`config.mk`:
```
export PLATFORM = sky130hd
export DESIGN_NAME = climate_ctrl
export DESIGN_NICKNAME = d
export VERILOG_FILES = /design/src/rtl/climate_ctrl.sv
export SDC_FILE = /design/constraint.sdc
export NUM_CORES = 1
export LEC_CHECK = 0
export BUFFER_PORTS_ARGS = -buffer_cell sky130_fd_sc_hd__buf_2
export CAP_MARGIN = 0
export CORE_ASPECT_RATIO = 0.75
export CORE_MARGIN = 4
export CORE_UTILIZATION = 46
export DETAILED_ROUTE_END_ITERATION = 10
export PLACE_DENSITY = 0.81
export SETUP_SLACK_MARGIN = 0.1
export SLEW_MARGIN = 40
export SYNTH_ARGS = -nofsm -noshare
export SYNTH_HDL_FRONTEND = slang
export SYNTH_SLANG_ARGS = --single-unit
```
`constraint.sdc`:
```
create_clock -name clk -period 2.4 [get_ports clk]
set_input_delay 0.48 -clock clk [delete_from_list [all_inputs] [get_ports clk]]
set_output_delay 0.48 -clock clk [all_outputs]
set_load 0.1 [all_outputs]
```
`src/rtl/climate_ctrl.sv`:
```
// climate_ctrl: incubator climate controller.
// Samples a signed temperature sensor, runs a heat/idle/cool hysteresis FSM
// with a minimum-dwell interlock, ramps a 0..8 fan speed toward a
// state-dependent target, and raises a debounced out-of-range alarm.
module climate_ctrl #(
   parameter int W         = 8,
   parameter int HEAT_ON   = 15,
   parameter int HEAT_OFF  = 28,
   parameter int COOL_OFF  = 30,
   parameter int COOL_ON   = 35,
   parameter int FAN_STEP  = 5,
   parameter int FAN_HEAT  = 2,
   parameter int RAMP_DIV  = 4,
   parameter int MIN_DWELL = 4,
   parameter int ALARM_LO  = 0,
   parameter int ALARM_HI  = 50,
   parameter int ALARM_CNT = 8
) (
   input  logic                clk,
   input  logic                rst,
   input  logic signed [W-1:0] sensor,
   output logic                heater,
   output logic                cooler,
   output logic [3:0]          crs,
   output logic                alarm,
   output logic [1:0]          state
);

   // Two guard bits so COOL_ON + 2*FAN_STEP stays representable.
   localparam int CW = W + 2;
   localparam int DW = $clog2(MIN_DWELL + 1);
   localparam int RW = (RAMP_DIV > 1) ? $clog2(RAMP_DIV) : 1;
   localparam int AW = (ALARM_CNT > 1) ? $clog2(ALARM_CNT + 1) : 1;

   typedef logic signed [CW-1:0] wide_t;

   localparam wide_t T_HEAT_ON  = wide_t'(HEAT_ON);
   localparam wide_t T_HEAT_OFF = wide_t'(HEAT_OFF);
   localparam wide_t T_COOL_OFF = wide_t'(COOL_OFF);
   localparam wide_t T_COOL_ON  = wide_t'(COOL_ON);
   localparam wide_t T_BAND1    = wide_t'(COOL_ON + FAN_STEP);
   localparam wide_t T_BAND2    = wide_t'(COOL_ON + 2 * FAN_STEP);
   localparam wide_t T_ALARM_LO = wide_t'(ALARM_LO);
   localparam wide_t T_ALARM_HI = wide_t'(ALARM_HI);

   localparam logic [DW-1:0] DWELL_MAX  = DW'(MIN_DWELL);
   localparam logic [RW-1:0] RAMP_LAST  = RW'(RAMP_DIV - 1);
   localparam logic [AW-1:0] ALARM_LAST = AW'(ALARM_CNT - 1);
   localparam logic [3:0]    FAN_HEAT_V = 4'(FAN_HEAT);

   typedef enum logic [1:0] {
      ST_IDLE = 2'd0,
      ST_HEAT = 2'd1,
      ST_COOL = 2'd2
   } state_t;

   logic signed [W-1:0] s_q_reg;
   logic                s_v_reg;
   state_t              state_reg;
   logic                heater_reg;
   logic                cooler_reg;
   logic [DW-1:0]       dwell_reg;
   logic [RW-1:0]       ramp_cnt_reg;
   logic [3:0]          crs_reg;
   logic                alarm_reg;
   logic [AW-1:0]       alarm_cnt_reg;

   wide_t               s_ext;
   logic                lt_heat_on;
   logic                gt_heat_off;
   logic                lt_cool_off;
   logic                gt_cool_on;
   logic                dwell_ok;
   logic                ramp_wrap;
   logic                out_of_range;
   logic                alarm_hit;
   logic [3:0]          fan_target;

   assign s_ext        = {{2{s_q_reg[W-1]}}, s_q_reg};
   assign lt_heat_on   = s_ext < T_HEAT_ON;
   assign gt_heat_off  = s_ext > T_HEAT_OFF;
   assign lt_cool_off  = s_ext < T_COOL_OFF;
   assign gt_cool_on   = s_ext > T_COOL_ON;
   assign dwell_ok     = dwell_reg >= DWELL_MAX;
   assign ramp_wrap    = ramp_cnt_reg == RAMP_LAST;
   assign out_of_range = (s_ext < T_ALARM_LO) || (s_ext > T_ALARM_HI);
   // While clear, count out-of-range samples; while set, count in-range ones.
   assign alarm_hit    = alarm_reg ? !out_of_range : out_of_range;

   // Input register and valid flag (valid once the first post-reset sample lands).
   always_ff @(posedge clk) begin
      if (rst) begin
         s_q_reg <= '0;
         s_v_reg <= 1'b0;
      end else begin
         s_q_reg <= sensor;
         s_v_reg <= 1'b1;
      end
   end

   // Hysteresis FSM with dwell interlock; heater/cooler registered with the state.
   always_ff @(posedge clk) begin
      if (rst) begin
         state_reg  <= ST_IDLE;
         heater_reg <= 1'b0;
         cooler_reg <= 1'b0;
         dwell_reg  <= DWELL_MAX;
      end else begin
         if (!dwell_ok) begin
            dwell_reg <= dwell_reg + 1'b1;
         end
         if (s_v_reg && dwell_ok) begin
            case (state_reg)
               ST_IDLE: begin
                  if (lt_heat_on) begin
                     state_reg  <= ST_HEAT;
                     heater_reg <= 1'b1;
                     cooler_reg <= 1'b0;
                     dwell_reg  <= '0;
                  end else if (gt_cool_on) begin
                     state_reg  <= ST_COOL;
                     heater_reg <= 1'b0;
                     cooler_reg <= 1'b1;
                     dwell_reg  <= '0;
                  end
               end
               ST_HEAT: begin
                  if (gt_heat_off) begin
                     state_reg  <= ST_IDLE;
                     heater_reg <= 1'b0;
                     cooler_reg <= 1'b0;
                     dwell_reg  <= '0;
                  end
               end
               ST_COOL: begin
                  if (lt_cool_off) begin
                     state_reg  <= ST_IDLE;
                     heater_reg <= 1'b0;
                     cooler_reg <= 1'b0;
                     dwell_reg  <= '0;
                  end
               end
               default: begin
                  state_reg  <= ST_IDLE;
                  heater_reg <= 1'b0;
                  cooler_reg <= 1'b0;
                  dwell_reg  <= '0;
               end
            endcase
         end
      end
   end

   // Fan target from the current state and, when cooling, the temperature band.
   always_comb begin
      fan_target = 4'd0;
      case (state_reg)
         ST_HEAT: fan_target = FAN_HEAT_V;
         ST_COOL: begin
            if (s_ext <= T_BAND1) begin
               fan_target = 4'd4;
            end else if (s_ext <= T_BAND2) begin
               fan_target = 4'd6;
            end else begin
               fan_target = 4'd8;
            end
         end
         default: fan_target = 4'd0;
      endcase
   end

   // Fan ramp: one step toward the target on each ramp counter wrap.
   always_ff @(posedge clk) begin
      if (rst) begin
         ramp_cnt_reg <= '0;
         crs_reg      <= 4'd0;
      end else begin
         ramp_cnt_reg <= ramp_wrap ? '0 : ramp_cnt_reg + 1'b1;
         if (ramp_wrap && s_v_reg) begin
            if (crs_reg < fan_target) begin
               crs_reg <= crs_reg + 4'd1;
            end else if (crs_reg > fan_target) begin
               crs_reg <= crs_reg - 4'd1;
            end
         end
      end
   end

   // Alarm debounce: ALARM_CNT consecutive qualifying samples toggle the flag.
   always_ff @(posedge clk) begin
      if (rst) begin
         alarm_reg     <= 1'b0;
         alarm_cnt_reg <= '0;
      end else if (s_v_reg) begin
         if (alarm_hit) begin
            if (alarm_cnt_reg == ALARM_LAST) begin
               alarm_reg     <= !alarm_reg;
               alarm_cnt_reg <= '0;
            end else begin
               alarm_cnt_reg <= alarm_cnt_reg + 1'b1;
            end
         end else begin
            alarm_cnt_reg <= '0;
         end
      end
   end

   assign heater = heater_reg;
   assign cooler = cooler_reg;
   assign crs    = crs_reg;
   assign alarm  = alarm_reg;
   assign state  = state_reg;

endmodule

```
==> out/qor.csv <==
metric;value;unit
drt-pass1-iter-count;4;
start_util;49.4;%
finalHoldViolations;0;
netlist_area;1330;sq um
grt_usage;16.1;%
synth_largest_area_cell;sky130_fd_sc_hd__dfxtp_1;
route.detailed.wl_per_inst;13.7;microns
yosysWarnings;0;
core.rowCount;16;
dpl.hpwl;2.12;mm
power.clock.fraction;25.4;%
synthDominantCellAreaShare;37.8;%
leak;0.000723;uW
syn_to_final_growth;29.4;%
setup_tns;-0.0137;ns
commonest_non_fill_non_tap_cell_in_the_layout;sky130_fd_sc_hd__dfxtp_1;
cts_sinks;25;
final-seq-area;512;sq um
ys_seq_elements;25;
postSynthCellCount;143;
number_of_diodes;0;
ir_worst_vdd;0.361;mV
drt_wirelength;2.90;mm
fin_skew;0.00128;ns
synthFlopType;sky130_fd_sc_hd__dfxtp_1;
mappedNetlistNets;167;
vias_per_cell;5.32;
drt_first_iter_violations;44;
die_h;54.5;microns
critical_path.endpoint_type;register;
critical_path_arrival;2.55;ns
synth_edf_count;0;
startpoint_type;register;
fin_hold_ws;0.413;ns
post_synthesis_mean_instance_area;9.27;sq um
maxCapViolations;0;
failed_checks;setup timing;
tritoncts;done;
status;finished, violations left;
cts-hold-fix-buffers;0;
multi_input_comb_area;865;sq um
combinationalPowerShare;26.9;%
drt.antenna.violating_nets;0;
drc;0;
timing.hold.worst.class;primary input to register;
route.vias.total;1127;
timing.final.ws_setup;-0.0137;ns
finalCriticalPeriod;2.41;ns
slew_viol_final;0;
core_region_area;2680;sq um
maximum_net_fanout_on_the_critical_path;4;
placement.io_buffers;18;
clk-insertion-delay-late;0.27;ns
synth_area_leaders;sky130_fd_sc_hd__dfxtp_1, sky130_fd_sc_hd__ha_1, sky130_fd_sc_hd__nor2b_1;
commonest_cells_after_routing_fill_and_taps_aside;sky130_fd_sc_hd__dfxtp_1, sky130_fd_sc_hd__buf_2, sky130_fd_sc_hd__buf_4, sky130_fd_sc_hd__nor2_1, sky130_fd_sc_hd__ha_1;
grt_pass1_vias;1109;
remaining_overflow_grt;0;
gp_routability_congestion;0.818;
worst_pin_slew;0.485;ns
criticalPathCategory;register to register;
die_w;70.0;microns
clock-root-buffer;sky130_fd_sc_hd__clkbuf_8;
layout_worst_path_cycle_share;101;%
slew-limit-headroom;66.8;%
p_sw_share;32.7;%
drive_gt1_share;35.8;%
cell_internal_pwr;656;uW
design.die.area;3810;sq um
power_density;568;nW/um^2
yosysSeqAreaShare;37.8;%
synth_cell_types;40;
grt_antenna_before_repair;0;
cts-buffers-inserted;3;
largest_register_ff_count;8;
cp_data_required_time;2.54;ns
final_net_count;201;
seq_pwr_share;47.7;%
max_fclk;414;MHz
grt_pass1_wl;4.79;mm
grt_max_degree;25;
final_count_of_negative_setup_slack_endpoints;1;
setup_repair_after_global_routing_missed_its_margin;true;
cts-htree-levels;1;
num-fill-cells;217;
asyncSetResetFlopFracSynth;0;%
io_pins;19;
clock_pin_slew_on_the_worst_setup_and_hold_paths;0.08;ns
cts-root-to-sink-buffers;2;
power.switching;318;uW
-- path summary, 6_finish.rpt --
check	startpoint	end	slack, ns	cells past startpoint
worst max register to register	heater$_SDFFE_PP0P_	crs[3]$_SDFFE_PP0P_	-0.01	15
worst min register to register	ramp_cnt_reg[0]$_SDFF_PP0_	ramp_cnt_reg[0]$_SDFF_PP0_	0.44	1
worst max-delay path	heater$_SDFFE_PP0P_	crs[3]$_SDFFE_PP0P_	-0.01	15
worst min-delay path	sensor[6]	s_q_reg[6]$_SDFF_PP0_	0.41	2
-- power by group through the flow --
| stage | clock network [uW] | logic (uW) | registers, uW |
|---|---|---|---|
| global placement | 0 | 230 | 472 |
| floorplan | 0 | 146 | 509 |
| finish | 248 | 262 | 465 |
| global route | 284 | 281 | 469 |
| CTS | 256 | 252 | 465 |
| detailed placement | 0 | 240 | 474 |
-- synthesized netlist by cell type (2+ instances only) --
cell and number:
sky130_fd_sc_hd__buf_4 2, sky130_fd_sc_hd__nand4_1 2, sky130_fd_sc_hd__nand3b_1 2, sky130_fd_sc_hd__dfxtp_1 25
sky130_fd_sc_hd__xor2_1 2, sky130_fd_sc_hd__nand2b_1 4, sky130_fd_sc_hd__inv_1 8, sky130_fd_sc_hd__a211oi_1 2
sky130_fd_sc_hd__nor2_1 12, sky130_fd_sc_hd__nand3_1 4, sky130_fd_sc_hd__and3_1 2, sky130_fd_sc_hd__o211ai_1 2
sky130_fd_sc_hd__nand2_1 6, sky130_fd_sc_hd__xnor2_1 3, sky130_fd_sc_hd__nor4_1 2, sky130_fd_sc_hd__a21oi_1 8
sky130_fd_sc_hd__clkbuf_1 3, sky130_fd_sc_hd__nor2b_1 10, sky130_fd_sc_hd__nor3_1 5, sky130_fd_sc_hd__o21a_1 3
sky130_fd_sc_hd__mux2i_1 2, sky130_fd_sc_hd__a21o_1 2, sky130_fd_sc_hd__ha_1 13, sky130_fd_sc_hd__nand4b_1 3
-- through the flow --
| step | instances | setup WS [ns] | utilization (%) | power [uW] | area [sq um] |
|---|---|---|---|---|---|
| 2_1_floorplan | 143 | -0.192 | - | 655 | 1380 |
| 3_3_place_gp | 203 | -0.0105 | 58.4 | 702 | 1570 |
| 3_5_place_dp | 203 | -0.0859 | 58.4 | 713 | 1570 |
| 4_1_cts | 211 | -0.0513 | 62.6 | 973 | 1680 |
| 5_1_grt | 212 | -0.146 | 63.9 | 1030 | 1710 |
| 6_report | 212 | -0.0137 | 63.9 | 974 | 1710 |
-- layout make-up --
type | count | area share (%)
Tap cell | 36 | 2.63
Clock inverter | 1 | 0.292
Clock buffer | 3 | 2.41
Timing Repair Buffer | 34 | 12.5
Sequential cell | 25 | 29.9
Inverter | 8 | 1.90
Multi-Input combinational cell | 105 | 50.4
-- critical path, cell delays in order, from the launching register on --
cell	delay [ns]
sky130_fd_sc_hd__dfxtp_4	0.36
sky130_fd_sc_hd__inv_4	0.04
sky130_fd_sc_hd__ha_4	0.15
sky130_fd_sc_hd__nor2b_4	0.12
sky130_fd_sc_hd__nand4_1	0.10
sky130_fd_sc_hd__nor3_2	0.05
sky130_fd_sc_hd__o21a_1	0.17
sky130_fd_sc_hd__ha_1	0.16
sky130_fd_sc_hd__nand3b_1	0.16
sky130_fd_sc_hd__nand2_2	0.13
sky130_fd_sc_hd__ha_4	0.21
sky130_fd_sc_hd__a21o_1	0.16
sky130_fd_sc_hd__a21oi_2	0.15
sky130_fd_sc_hd__xnor2_2	0.13
sky130_fd_sc_hd__a21o_1	0.14
sky130_fd_sc_hd__a21oi_1	0.06
-- per-layer routing --
layer	routed length (microns)	GRT usage [%]
met4	19	2.87
met5	0	0
met3	115	4.40
met1	1280	18.0
met2	1490	31.7
-- kinds of logic (layout without fill, tap and decap cells) --
logic type / count (synthesis) / in the layout / share of synthesized area (%)
simple gates: 57 / 57 / 24.6
mux: 2 / 2 / 1.51
buf+inv: 13 / 46 / 4.25
compound gates: 27 / 27 / 14.8
xor+xnor: 5 / 5 / 3.31
fa+ha+maj: 14 / 14 / 13.8
flops: 25 / 25 / 37.8
-- what timing repair did --
item                                    CTS  global route
setup buffers                             4             1
endpoints found under the setup margin    3             4
gates resized for setup                   7             5
cloned                                    0             0
pin swaps                                13             4
Note: power is estimated with default switching activity, not from simulation.
